<file path="src/rtl/sigma_delta_pkg.sv">
// rtl/sigma_delta_pkg.sv - shared widths, feedback constants and saturation helpers for the sigma-delta DAC
//
// No ports. Provides:
//   sd_order_e       legal modulator orders
//   wide_t           wide signed scratch type used for saturation arithmetic
//   acc_width()      integrator width from sample width and guard bits
//   order_is_legal() elaboration check for the ORDER parameter
//   fb_value()       +/-2^(WIDTH-1) feedback for the current output bit
//   sat_clamp()      clamp a wide value into the AW-bit two's complement range
//   sat_hit()        true when sat_clamp() would change the value
package sigma_delta_pkg;

    localparam int MAX_AW = 64;

    typedef enum int {
        SD_ORDER_FIRST  = 1,
        SD_ORDER_SECOND = 2
    } sd_order_e;

    typedef logic signed [MAX_AW-1:0] wide_t;

    function automatic int acc_width(input int width, input int guard);
        return width + guard;
    endfunction

    function automatic bit order_is_legal(input int order);
        return (order == int'(SD_ORDER_FIRST)) || (order == int'(SD_ORDER_SECOND));
    endfunction

    // Full-scale feedback: a 1 on the output represents +2^(WIDTH-1), a 0 represents -2^(WIDTH-1).
    function automatic wide_t fb_value(input int width, input logic dac);
        wide_t mag;
        mag = wide_t'(1) <<< (width - 1);
        return dac ? mag : -mag;
    endfunction

    function automatic wide_t sat_hi(input int aw);
        return (wide_t'(1) <<< (aw - 1)) - wide_t'(1);
    endfunction

    function automatic wide_t sat_lo(input int aw);
        return -(wide_t'(1) <<< (aw - 1));
    endfunction

    function automatic wide_t sat_clamp(input wide_t v, input int aw);
        wide_t hi;
        wide_t lo;
        hi = sat_hi(aw);
        lo = sat_lo(aw);
        if (v > hi) begin
            return hi;
        end
        if (v < lo) begin
            return lo;
        end
        return v;
    endfunction

    function automatic logic sat_hit(input wide_t v, input int aw);
        return (v > sat_hi(aw)) || (v < sat_lo(aw));
    endfunction

endpackage

</file>
<file path="src/rtl/sd_integrator.sv">
// rtl/sd_integrator.sv - one saturating integrator stage of the sigma-delta modulator
//
// Ports:
//   clk       clock, rising edge
//   res       synchronous active-high reset, clears the accumulator
//   en        update strobe (modulator tick)
//   addend    AW-bit two's complement input added this update
//   fb_pos    current output bit; selects +/-2^(WIDTH-1) feedback to subtract
//   acc_next  clamped value the accumulator takes on the next enabled edge
//   sat       the clamp is active for the current inputs
module sd_integrator
    import sigma_delta_pkg::*;
#(
    parameter int WIDTH = 16,
    parameter int AW    = 20
) (
    input  logic          clk,
    input  logic          res,
    input  logic          en,
    input  logic [AW-1:0] addend,
    input  logic          fb_pos,
    output logic [AW-1:0] acc_next,
    output logic          sat
);

    // Two headroom bits: acc + addend - fb cannot overflow before clamping.
    localparam int SW = AW + 2;

    logic [AW-1:0]        acc;
    logic signed [SW-1:0] sum;
    wide_t                wide;

    always_comb begin
        sum      = SW'(signed'(acc)) + SW'(signed'(addend)) - SW'(fb_value(WIDTH, fb_pos));
        wide     = wide_t'(sum);
        acc_next = AW'(sat_clamp(wide, AW));
        sat      = sat_hit(wide, AW);
    end

    always_ff @(posedge clk) begin
        if (res) begin
            acc <= '0;
        end else if (en) begin
            acc <= acc_next;
        end
    end

endmodule

</file>
<file path="src/rtl/sigma_delta_dac.sv">
// rtl/sigma_delta_dac.sv - parametrised 1st/2nd order sigma-delta DAC modulator with sample handshake
//
// Ports:
//   i_clk           clock, rising edge
//   i_res           synchronous active-high reset
//   i_enable        clock-enable for the rate divider and the modulator
//   i_sample        signed WIDTH-bit PCM sample
//   i_valid         i_sample is valid
//   o_ready         pending buffer empty; sample taken when i_valid && o_ready
//   i_clr_overload  clears o_overload (a new saturation in the same cycle wins)
//   o_DAC           registered pulse-density output
//   o_overload      sticky: an integrator saturated
module sigma_delta_dac
    import sigma_delta_pkg::*;
#(
    parameter int WIDTH     = 16,
    parameter int ACC_GUARD = 4,
    parameter int ORDER     = 2,
    parameter int OSR_DIV   = 1
) (
    input  logic             i_clk,
    input  logic             i_res,
    input  logic             i_enable,
    input  logic [WIDTH-1:0] i_sample,
    input  logic             i_valid,
    output logic             o_ready,
    input  logic             i_clr_overload,
    output logic             o_DAC,
    output logic             o_overload
);

    localparam int AW = acc_width(WIDTH, ACC_GUARD);
    localparam int CW = (OSR_DIV > 1) ? $clog2(OSR_DIV) : 1;

    if (!order_is_legal(ORDER)) begin : g_bad_order
        $error("sigma_delta_dac: ORDER must be 1 or 2");
    end
    if (OSR_DIV < 1) begin : g_bad_osr
        $error("sigma_delta_dac: OSR_DIV must be at least 1");
    end

    logic [CW-1:0]    cnt;
    logic             tick;
    logic             pend_full;
    logic [WIDTH-1:0] pend_val;
    logic [WIDTH-1:0] active;
    logic [WIDTH-1:0] x;
    logic [AW-1:0]    x_ext;
    logic             take;
    logic [AW-1:0]    stage_next [ORDER];
    logic [ORDER-1:0] stage_sat;

    assign tick    = i_enable && (cnt == CW'(OSR_DIV - 1));
    assign o_ready = ~pend_full;
    assign take    = i_valid && ~pend_full;

    // A full pending slot is consumed by the tick; otherwise the last sample is held.
    assign x     = pend_full ? pend_val : active;
    assign x_ext = AW'(signed'(x));

    for (genvar k = 0; k < ORDER; k++) begin : g_stage
        logic [AW-1:0] addend;
        if (k == 0) begin : g_first
            assign addend = x_ext;
        end else begin : g_chain
            assign addend = stage_next[k-1];
        end

        sd_integrator #(
            .WIDTH (WIDTH),
            .AW    (AW)
        ) u_integrator (
            .clk      (i_clk),
            .res      (i_res),
            .en       (tick),
            .addend   (addend),
            .fb_pos   (o_DAC),
            .acc_next (stage_next[k]),
            .sat      (stage_sat[k])
        );
    end

    always_ff @(posedge i_clk) begin
        if (i_res) begin
            cnt        <= '0;
            pend_full  <= 1'b0;
            pend_val   <= '0;
            active     <= '0;
            o_DAC      <= 1'b0;
            o_overload <= 1'b0;
        end else begin
            if (i_enable) begin
                cnt <= tick ? '0 : cnt + CW'(1);
            end

            if (tick && pend_full) begin
                active <= pend_val;
            end

            // take only happens with the slot empty, so it never races the tick's consume.
            if (take) begin
                pend_full <= 1'b1;
                pend_val  <= i_sample;
            end else if (tick) begin
                pend_full <= 1'b0;
            end

            if (tick) begin
                o_DAC <= ~stage_next[ORDER-1][AW-1];
            end

            if (tick && (|stage_sat)) begin
                o_overload <= 1'b1;
            end else if (i_clr_overload) begin
                o_overload <= 1'b0;
            end
        end
    end

endmodule
</file>
<file path="config.mk">
export PLATFORM = sky130hd
export DESIGN_NAME = sigma_delta_dac
export DESIGN_NICKNAME = d
export VERILOG_FILES = /design/src/rtl/sigma_delta_pkg.sv /design/src/rtl/sd_integrator.sv /design/src/rtl/sigma_delta_dac.sv
export SDC_FILE = /design/constraint.sdc
export NUM_CORES = 1
export LEC_CHECK = 0
export BUFFER_PORTS_ARGS = -buffer_cell sky130_fd_sc_hd__buf_2
export CORE_UTILIZATION = 49
export CTS_BUF_LIST = sky130_fd_sc_hd__clkbuf_4
export CTS_CLUSTER_DIAMETER = 80
export DETAILED_ROUTE_END_ITERATION = 8
export PLACE_DENSITY = 0.66
export SLEW_MARGIN = 5
export SYNTH_ARGS = -nofsm -noshare
export SYNTH_HDL_FRONTEND = slang
export SYNTH_HIERARCHICAL = 1
export SYNTH_SLANG_ARGS = --single-unit
</file>
<file path="constraint.sdc">
create_clock -name i_clk -period 6.25 [get_ports i_clk]
set_clock_uncertainty 0.15 [all_clocks]
set_input_delay 0.3125 -clock i_clk [delete_from_list [all_inputs] [get_ports i_clk]]
set_output_delay 0.3125 -clock i_clk [all_outputs]
set_load 0.01 [all_outputs]
</file>
==> impl_results.md <==
- Drt initial violations: 411
- First-pass GRT wire length: 27.35 mm
- Max-cap violations: 0
- Final period utilization: 0.9944
- Fin. Hold Viols: 0
- Clk root buf: clkbuf_4
- Drt via density: 5.558
- FMAX: 160.9 MHz
- Cells after synthesis: 846
- Final Max Tran Viols: 0
- Total Routing Usage GR: 0.2426
- Avg WL per Cell: 16.08 µm
- Slew @ Worst Pin: 1.030 ns
- Die Ht: 117.3 µm
- Status: finished, final reports clean
- Top Ports: 24
- Sum of negative setup slack: 0 ns
- H-tree Lvls: 3
- Share of cells above drive strength 1: 0.2743
- Crit path launch type: flip-flop
- Worst-path fanout max: 8
- DP HPWL: 12.46 mm
- Critical path arrival: 6.38 ns
- Clock slew at reported path FFs: 0.17 ns
- Final core utilization: 0.6599
- Die extent in x: 117.3 µm
- CTS tree: done
- Net Count, Synth: 947
- Setup violators final: 0
- Tmin final: 6.215 ns
- Clk buf depth: 2
- CTS Buf Count: 9
- CP Capture Type: flip-flop
- R2R setup slack: 0.03 ns
- Via count: 6325
- Synth-to-Final Area Change: 29.38%
- GP Congestion: 0.9057
- Final critical-path setup slack: 0.03486 ns
- Synth warnings: 6
- CP required: 6.41 ns
- Antenna Nets Post-Route: 0
- Core area: 0.01277 mm²
- CTS Sinks: 76
- Routed WL: 18.30 mm
- Max incr delay on CP: 0.43 ns
- Unrepaired setup endpoints after global routing: yes
- Slowest CP cell: dfxtp_4
- GRT overflow: 0
- Worst slack at placement: -0.1010 ns
- Residual DRC count: 0
- Synthesized area: 0.006515 mm²
- DIE AREA: 0.01376 mm²
- Mean Syn Cell Area: 7.701 µm²
- Number of I/O port buffers: 23
- Critical path class: flip-flop to flip-flop
- Site row count: 41
- HP Class: flip-flop to flip-flop
- # diodes: 0
- Vias in the first global route: 5973
- Largest net degree at the start of global routing: 52
- Antenna violations before repair: 0
- First-pass DRT Iterations: 5
- Final nets: 1062
- Clock Latency Late Sink: 0.48 ns
- Slew HR: 0.3116
- Initial core utilization: 0.5100
-- sequential cells by signal, summed over array words and instances, names as in the netlist --
| register | cells |
|---|---|
| pend_full | 1 |
| pend_val | 16 |
| active | 16 |
| o_DAC | 1 |
| o_overload | 1 |
| g_stage.u_integrator/acc | 40 |
| cnt | 1 |
-- area by class of cell --
cell class / instances / area (µm²)
clock buffers: 9 / 67.56
clock inverters: 7 / 76.32
fillers: 1022 / 4344
inverters: 142 / 540.5
multi-input cells: 587 / 4780
flip-flops and latches: 76 / 1525
well taps: 172 / 215.2
repair buffers: 145 / 1225
-- stage by stage --
step                      hold WS, ns  area (µm²)  cells
after global routing           0.3442        8429   1138
final                          0.3199        8429   1138
after global placement         0.2899        7232   1076
after floorplan                0.2314        6515    846
after CTS                      0.3175        7621   1112
after detailed placement       0.2984        7232   1076
-- final timing paths --
kind              from                        endpoint  cells after the start
min reg2reg  active[6]                       active[6]                      2
max reg2reg  pend_full  g_stage[1].u_integrator/acc[2]                     29
min          active[6]                       active[6]                      2
max          pend_full  g_stage[1].u_integrator/acc[2]                     29
-- repair_timing --
item,CTS,global route
buffers inserted,1,24
pin swaps,1,50
resized for setup,14,119
setup endpoints to repair,20,21
hold buffers,19,0
cloned,0,4
hold endpoints to repair,19,0
-- cells in the final DEF, fill, tap and decap left out, types with 8 or more instances in the layout --
cell type,n
o21ai_0,27
a21oi_1,75
o21ai_1,12
buf_2,23
a21o_1,13
a221oi_1,14
a311oi_1,11
nor3_1,8
inv_1,129
fa_1,8
mux2_2,10
ha_4,20
buf_4,89
nand2_1,91
dlygate4sd3_1,19
inv_2,10
xnor2_1,21
o21ai_2,8
dfxtp_1,75
clkbuf_4,9
ha_1,46
nor2_1,65
xor2_1,9
-- worst max-delay path, delay by kind of cell (launching register included) --
family,cells,cell delay (ns)
and+or+nand+nor,3,0.53
DFF,1,0.43
AOI/OAI and AO/OA,13,2.93
buffers and inverters,8,0.91
muxes,1,0.31
adders and majority gates,4,0.82
-- layer usage --
layer | GRT usage | vias to the layer above | share of wire
li1 | - | 3116 | -
met3 | 0.03356 | 40 | 0.037
met5 | 0 | - | 0
met4 | 0.08847 | 0 | 0.023
met1 | 0.2951 | 3015 | 0.43
met2 | 0.4320 | 154 | 0.51
Power is not shown: default switching activity piles up to over one toggle a cycle in this logic, so the estimate is an artifact.
